<file path="src/rtl/sample_acc_pkg.sv">
// -----------------------------------------------------------------------------
// sample_acc_pkg
// Shared definitions for the signed accumulate-and-saturate stage:
//   - default width / depth constants
//   - FSM state encoding
//   - sat(): clamps a wide signed value into a narrower signed range and
//     reports whether clipping occurred
// -----------------------------------------------------------------------------
package sample_acc_pkg;

   localparam int DIN_WIDTH_DEF   = 11;
   localparam int ACC_WIDTH_DEF   = 24;
   localparam int DOUT_WIDTH_DEF  = 12;
   localparam int N_TERMS_DEF     = 16;
   localparam int MUL_LATENCY_DEF = 2;

   // sat() works on a fixed wide container so one function serves any
   // ACC_WIDTH / DOUT_WIDTH combination up to this width.
   localparam int SAT_W = 64;

   typedef enum logic [0:0] {
      S_IDLE = 1'b0,
      S_ACC  = 1'b1
   } acc_state_e;

   typedef struct packed {
      logic signed [SAT_W-1:0] value;
      logic                    clip;
   } sat_res_t;

   // Clamp val to [-2^(dout_w-1), 2^(dout_w-1)-1]. The caller keeps the low
   // dout_w bits of .value, which are exact once the clamp has been applied.
   function automatic sat_res_t sat(input logic signed [SAT_W-1:0] val,
                                    input int                      dout_w);
      logic signed [SAT_W-1:0] max_v;
      logic signed [SAT_W-1:0] min_v;
      sat_res_t                res;
      max_v = (64'sd1 <<< (dout_w - 1)) - 64'sd1;
      min_v = ~max_v;
      if (val > max_v) begin
         res.value = max_v;
         res.clip  = 1'b1;
      end else if (val < min_v) begin
         res.value = min_v;
         res.clip  = 1'b1;
      end else begin
         res.value = val;
         res.clip  = 1'b0;
      end
      return res;
   endfunction

endpackage

</file>
<file path="src/rtl/sample_acc_vld_dly.sv">
// -----------------------------------------------------------------------------
// sample_acc_vld_dly
// Shift register that carries the {valid, last} operand tags alongside the
// multiplier pipeline so the tail lines up with the product on din.
// Advances only while en_i is high, so it freezes together with the
// multiplier.
//
// Ports
//   clk      rising-edge clock
//   clr_n_i  synchronous active-low clear of all stages
//   en_i     shift enable (multiplier ce)
//   valid_i  operand pair presented this cycle
//   last_i   final term of the vector (qualified by valid_i)
//   valid_o  tail valid, aligned with the product
//   last_o   tail last, aligned with the product
// -----------------------------------------------------------------------------
module sample_acc_vld_dly #(
   parameter int LATENCY = 2
) (
   input  logic clk,
   input  logic clr_n_i,
   input  logic en_i,
   input  logic valid_i,
   input  logic last_i,
   output logic valid_o,
   output logic last_o
);

   logic [LATENCY-1:0] valid_q;
   logic [LATENCY-1:0] last_q;

   always_ff @(posedge clk) begin
      if (!clr_n_i) begin
         valid_q <= '0;
         last_q  <= '0;
      end else if (en_i) begin
         valid_q[0] <= valid_i;
         // last is meaningless without valid; masking here keeps the tail
         // clean so downstream never has to re-qualify it
         last_q[0]  <= last_i & valid_i;
         for (int i = 1; i < LATENCY; i++) begin
            valid_q[i] <= valid_q[i-1];
            last_q[i]  <= last_q[i-1];
         end
      end
   end

   assign valid_o = valid_q[LATENCY-1];
   assign last_o  = last_q[LATENCY-1];

endmodule

</file>
<file path="src/rtl/sample_acc_sat.sv">
// -----------------------------------------------------------------------------
// sample_acc_sat
// Sums a vector of signed products from the upstream multiplier into a dot
// product, saturates it to DOUT_WIDTH and presents it on a valid/ready port.
// Owns the multiplier ce so output backpressure stalls multiplier, tag delay
// line and accumulator together.
//
// State table
//   state  | meaning
//   S_IDLE | no partial sum; next valid term starts a new vector
//   S_ACC  | partial sum in acc_q, cnt_q terms accumulated so far
//
// Ports
//   clk         rising-edge clock
//   reset       synchronous active-low reset
//   in_valid    operand pair presented to the multiplier this cycle
//   in_last     final term of the vector (qualified by in_valid)
//   din         signed product from the multiplier
//   ce_out      multiplier ce / upstream ready (combinational from dout_ready)
//   dout        saturated dot-product result
//   dout_valid  dout holds an unconsumed result
//   dout_ready  downstream accepts dout
//   overflow    current dout was clipped
//   len_err     current dout was force-closed at N_TERMS without in_last
// -----------------------------------------------------------------------------
module sample_acc_sat
   import sample_acc_pkg::*;
#(
   parameter int DIN_WIDTH   = DIN_WIDTH_DEF,
   parameter int ACC_WIDTH   = ACC_WIDTH_DEF,
   parameter int DOUT_WIDTH  = DOUT_WIDTH_DEF,
   parameter int N_TERMS     = N_TERMS_DEF,
   parameter int MUL_LATENCY = MUL_LATENCY_DEF
) (
   input  logic                         clk,
   input  logic                         reset,
   input  logic                         in_valid,
   input  logic                         in_last,
   input  logic signed [DIN_WIDTH-1:0]  din,
   output logic                         ce_out,
   output logic signed [DOUT_WIDTH-1:0] dout,
   output logic                         dout_valid,
   input  logic                         dout_ready,
   output logic                         overflow,
   output logic                         len_err
);

   // Wide enough to hold N_TERMS itself, not just N_TERMS-1.
   localparam int              CNT_W   = $clog2(N_TERMS + 1);
   localparam logic [CNT_W-1:0] CNT_MAX = CNT_W'(N_TERMS);

   acc_state_e                  state_q, state_d;
   logic signed [ACC_WIDTH-1:0] acc_q, acc_d;
   logic [CNT_W-1:0]            cnt_q, cnt_d;

   logic signed [DOUT_WIDTH-1:0] dout_q, dout_d;
   logic                         dout_valid_q, dout_valid_d;
   logic                         overflow_q, overflow_d;
   logic                         len_err_q, len_err_d;

   logic                         t_valid;
   logic                         t_last;
   logic                         take;
   logic                         close;
   logic signed [ACC_WIDTH-1:0]  din_ext;
   logic signed [ACC_WIDTH-1:0]  acc_sum;
   logic [CNT_W-1:0]             cnt_sum;
   sat_res_t                     sat_r;
   logic                         unused_sat_hi;

   assign ce_out = ~dout_valid_q | dout_ready;

   sample_acc_vld_dly #(
      .LATENCY (MUL_LATENCY)
   ) u_vld_dly (
      .clk     (clk),
      .clr_n_i (reset),
      .en_i    (ce_out),
      .valid_i (in_valid),
      .last_i  (in_last),
      .valid_o (t_valid),
      .last_o  (t_last)
   );

   // Sum and count as they will be after the tail term is absorbed; the
   // close decision and the saturated result both use these, so the closing
   // term is always included.
   assign din_ext = ACC_WIDTH'(din);
   assign acc_sum = (state_q == S_IDLE) ? din_ext : acc_q + din_ext;
   assign cnt_sum = (state_q == S_IDLE) ? CNT_W'(1) : cnt_q + CNT_W'(1);

   assign take  = ce_out & t_valid;
   assign close = take & (t_last | (cnt_sum == CNT_MAX));

   assign sat_r         = sat(SAT_W'(acc_sum), DOUT_WIDTH);
   assign unused_sat_hi = ^sat_r.value[SAT_W-1:DOUT_WIDTH];

   always_comb begin
      state_d      = state_q;
      acc_d        = acc_q;
      cnt_d        = cnt_q;
      dout_d       = dout_q;
      overflow_d   = overflow_q;
      len_err_d    = len_err_q;
      // A consumed result drops valid; a close on the same edge re-raises it
      // below, which is what makes back-to-back results bubble-free.
      dout_valid_d = dout_valid_q & ~dout_ready;

      if (take) begin
         if (close) begin
            state_d      = S_IDLE;
            acc_d        = '0;
            cnt_d        = '0;
            dout_d       = sat_r.value[DOUT_WIDTH-1:0];
            dout_valid_d = 1'b1;
            overflow_d   = sat_r.clip;
            len_err_d    = ~t_last;
         end else begin
            state_d = S_ACC;
            acc_d   = acc_sum;
            cnt_d   = cnt_sum;
         end
      end
   end

   always_ff @(posedge clk) begin
      if (!reset) begin
         state_q      <= S_IDLE;
         acc_q        <= '0;
         cnt_q        <= '0;
         dout_q       <= '0;
         dout_valid_q <= 1'b0;
         overflow_q   <= 1'b0;
         len_err_q    <= 1'b0;
      end else begin
         state_q      <= state_d;
         acc_q        <= acc_d;
         cnt_q        <= cnt_d;
         dout_q       <= dout_d;
         dout_valid_q <= dout_valid_d;
         overflow_q   <= overflow_d;
         len_err_q    <= len_err_d;
      end
   end

   assign dout       = dout_q;
   assign dout_valid = dout_valid_q;
   assign overflow   = overflow_q;
   assign len_err    = len_err_q;

endmodule

</file>
<file path="config.mk">
export PLATFORM = sky130hd
export DESIGN_NAME = sample_acc_sat
export DESIGN_NICKNAME = d
export VERILOG_FILES = /design/src/rtl/sample_acc_pkg.sv /design/src/rtl/sample_acc_vld_dly.sv /design/src/rtl/sample_acc_sat.sv
export SDC_FILE = /design/constraint.sdc
export NUM_CORES = 1
export LEC_CHECK = 0
export BUFFER_PORTS_ARGS = -buffer_cell sky130_fd_sc_hd__buf_2
export CAP_MARGIN = 20
export CELL_PAD_IN_SITES_DETAIL_PLACEMENT = 2
export CELL_PAD_IN_SITES_GLOBAL_PLACEMENT = 2
export CORE_MARGIN = 10
export CORE_UTILIZATION = 39
export DETAILED_ROUTE_END_ITERATION = 12
export GPL_ROUTABILITY_DRIVEN = 1
export PLACE_DENSITY = 0.85
export SLEW_MARGIN = 30
export SYNTH_ARGS = -nofsm -noshare
export SYNTH_HDL_FRONTEND = slang
export SYNTH_SLANG_ARGS = --single-unit
export TNS_END_PERCENT = 50
</file>
<file path="constraint.sdc">
create_clock -name clk -period 7.6 [get_ports clk]
set_clock_uncertainty 0.05 [all_clocks]
set_input_delay 2.28 -clock clk [delete_from_list [all_inputs] [get_ports clk]]
set_output_delay 2.28 -clock clk [all_outputs]
set_load 0.03 [all_outputs]
</file>
==> impl_summary.txt <==
----------------------------------------------------
[Outcome]
  Run status ... finished, final reports clean

[STA]
  Clock period minus worst slack ... roughly 5.7 ns
  Setup repair after global routing missed its margin ... no
  Worst-margin pin slew ... around 0.99 ns
  Max-slew violation total from the final report ... 0
  Final-report hold violation count ... 0
  Worst slew slack as a fraction of its limit ... roughly a third
  Peak clock frequency supported by timing ... 175 MHz
  Fin crit share ... 75.0%
  Count of endpoints failing setup in the final report ... 0
  Post-route worst setup slack ... 1.90 ns
  Setup TNS ... 0 ns

[Synth]
  Most instantiated cells after synthesis ... nand2_1, dfxtp_1, o21ai_0
  Number of flops mapped to enable cells by yosys ... 0
  Main area contributors after synthesis ... dfxtp_1, ha_1, nand2_1
  Post-Synthesis Net Count ... ~500
  Post-synth ARST share ... 0%
  Cell with the most instances after synthesis ... nand2_1
  FF+latch count, synth ... 49
  Sequential-to-total area share from yosys stat ... 27.5%
  Cell Area, Synth ... between 3000 and 4000 sq um
  Most used flip-flop cell after synthesis ... dfxtp_1
  Fraction of synthesized cell area taken by the top area cell type ... a little over a quarter
  Number of instances in the synthesized netlist ... 445
  Distinct cells, synth ... 65
  Library cell occupying the most area in the post-synthesis netlist ... dfxtp_1
  Synth warnings ... 0
  Avg Synthesized Cell Area ... around 8 sq um

[Setup path]
  Critical path type ... in2out
  Endpoint required time on the critical path ... approximately 5.3 ns
  Nature of the critical path endpoint ... primary output
  CP arrival ... 3.37 ns
  Highest net fanout along the worst path ... 8
  CP startpoint kind ... input port

[Routing]
  # DRC ... 0
  Detailed Routing Iterations Pass 1 ... 4
  Post-detailed-route count of antenna-violating nets ... 0
  Detailed Route Iter0 Violations ... ~170
  Routed wirelength normalized by instance count ... around 22 um
  Vias/cell ... approximately 6
  Routed vias ... 3,506
  Total length of routed wires ... 12,900 um

[Pwr]
  Static leakage ... 1.57 nW
  Maximum resistive drop on vdd ... 88.9 uV
  Cell area power density ... around 150 nW/um^2
  Design Power ... ~0.00057 W

[CTS]
  Buffer levels on the longest clock path ... 2
  Clk sinks ... around 50
  Number of hold buffers added after cts ... 0
  Count of instances resized after the clock tree is built ... 0
  Skew-Pair Late Insertion Delay ... ~0.32 ns
  Clock tree root buffer cell ... clkbuf_8
  TritonCTS clock tree ... built
  H-tree depth reported by CTS ... 2
  Clock buffers created by TritonCTS ... 5
  Number of setup buffers added after CTS ... 0
  Register clock-pin slew on the reported worst setup and hold paths ... approximately 0.1 ns

[Floorplanning]
  Area of the placeable core ... around 9000 sq um
  Floorplan die width ... 116 um
  Vert. Die Dim ... 116 um
  Starting density of the core ... between 40% and 50%
  IO Count ... 32
  Die Footprint ... 13,400 sq um
  Number of placement rows ... 34

[Layout]
  Fraction of layout cells with a size suffix above 1 ... about an eighth
  ANT cells ... 0
  NumNets Final ... about 510
  Signed area change from the synthesized netlist to the final layout ... 8.44%

[GRT]
  Global-route layer with the greatest usage ... met2
  Antenna violations before repair ... 0
  Vias in the first global route ... between 3,000 and 4,000
  Largest net degree at the start of global routing ... 50
  Met3 usage ... under 10%
  GRT Total Usage ... about 20%
  GR Util met2 ... a little over a third
  Total overflow reported by the global router ... 0
  Global-route wire length before repair ... around 21,000 um
  GR Layer Usage met1 ... 25.0%

[Run]
  Number of maximum-capacitance constraint violations ... 0

[Placed design]
  Post-Place Worst Slack ... around 1.8 ns
  Global placer's final weighted congestion ... roughly 0.83
  Buffers on Ports ... 31
  DPL Wire Length ... approximately 9500 um

[Min path]
  Hold WC Path Type ... reg2reg

----------------------------------------------------
-- state kept, by name, summed over array words and instances (netlist names) --
register	flops
acc_q	24
dout	12
cnt_q	5
u_vld_dly.last_q	2
u_vld_dly.valid_q	2
dout_valid	1
len_err	1
overflow	1
state_q	1
-- stage by stage --
stage | instance area, sq um | util [%] | hold slack, ns | std cells
after floorplan | 3570 | - | 0.391 | 445
after global placement | 3790 | 43.0 | 0.402 | 567
after detailed placement | 3790 | 43.0 | 0.417 | 567
after CTS | 3870 | 44.0 | 0.432 | 575
after global routing | 3870 | 44.0 | 0.467 | 575
final | 3870 | 44.0 | 0.425 | 575
-- where the power goes --
part           internal [W]  switching, W
combinational     0.0000476     0.0000857
sequential         0.000263    0.00000669
clock             0.0000660     0.0000989
-- logic make-up after synthesis --
family,after synthesis,share of synthesized area [%]
and+or+nand+nor,162,22.4
AOI/OAI and AO/OA,153,29.8
DFF,49,27.5
buffers and inverters,25,3.15
adders and majority gates,25,8.96
xor gates and xnor gates,21,5.36
muxes,10,2.87
-- critical path, cell delays in order --
cell,delay (ns)
buf_2,0.09
nor2b_1,0.37
clkinv_1,0.35
buf_2,0.28
-- path summary, 6_finish.rpt --
check | startpoint | to | slack (ns) | cells past startpoint
max | dout_ready | ce_out | 1.90 | 4
min | u_vld_dly.valid_q[0] | u_vld_dly.valid_q[1] | 0.42 | 2
max reg2reg | acc_q[0] | dout[2] | 3.81 | 12
min reg2reg | u_vld_dly.valid_q[0] | u_vld_dly.valid_q[1] | 0.42 | 2
-- cell usage in the layout, fill, tap and decap left out, types with 3 or more instances in the layout --
cell       synthesis  routed
a211oi_1           8       8
a21boi_0          10      10
a21o_1             5       5
a21oi_1           32      32
a22oi_1            6       6
a2bb2oi_1          3       3
a31oi_1            5       5
and2_1            15      15
and3_1             4       4
buf_2              3      31
clkbuf_8           0       5
dfxtp_1           49      49
ha_1              24      24
inv_1              5       5
mux2i_1            8       8
nand2_1           56      56
nand2b_1           5       5
nand3_1           10      10
nand4_1            5       5
nor2_1            27      27
nor2b_1           19      19
nor3_1             6       6
nor4_1             3       3
o211ai_1           5       5
o21a_1             4       4
o21ai_0           34      34
o21ai_1            3       3
o22ai_1            3       3
o2bb2ai_1          8       8
or2_2              3       3
or3_1              3       3
xnor2_1           13      13
xor2_1             7       7
-- per-layer routing --
metal  vias up  wire [um]
met5         -          0
met4         0        154
met3        14        316
met2        48       6520
met1      1768       5880
li1       1676          -
-- cell type report --
| class | count | area, sq um |
|---|---|---|
| Sequential cell | 49 | 981 |
| Timing Repair Buffer | 33 | 170 |
| Tap cell | 108 | 135 |
| Clock buffer | 6 | 72.6 |
| Fill cell | 1032 | 4930 |
| Clock inverter | 2 | 13.8 |
| Multi-Input combinational cell | 371 | 2480 |
| Inverter | 6 | 22.5 |
Note: power is estimated with default switching activity, not from simulation.
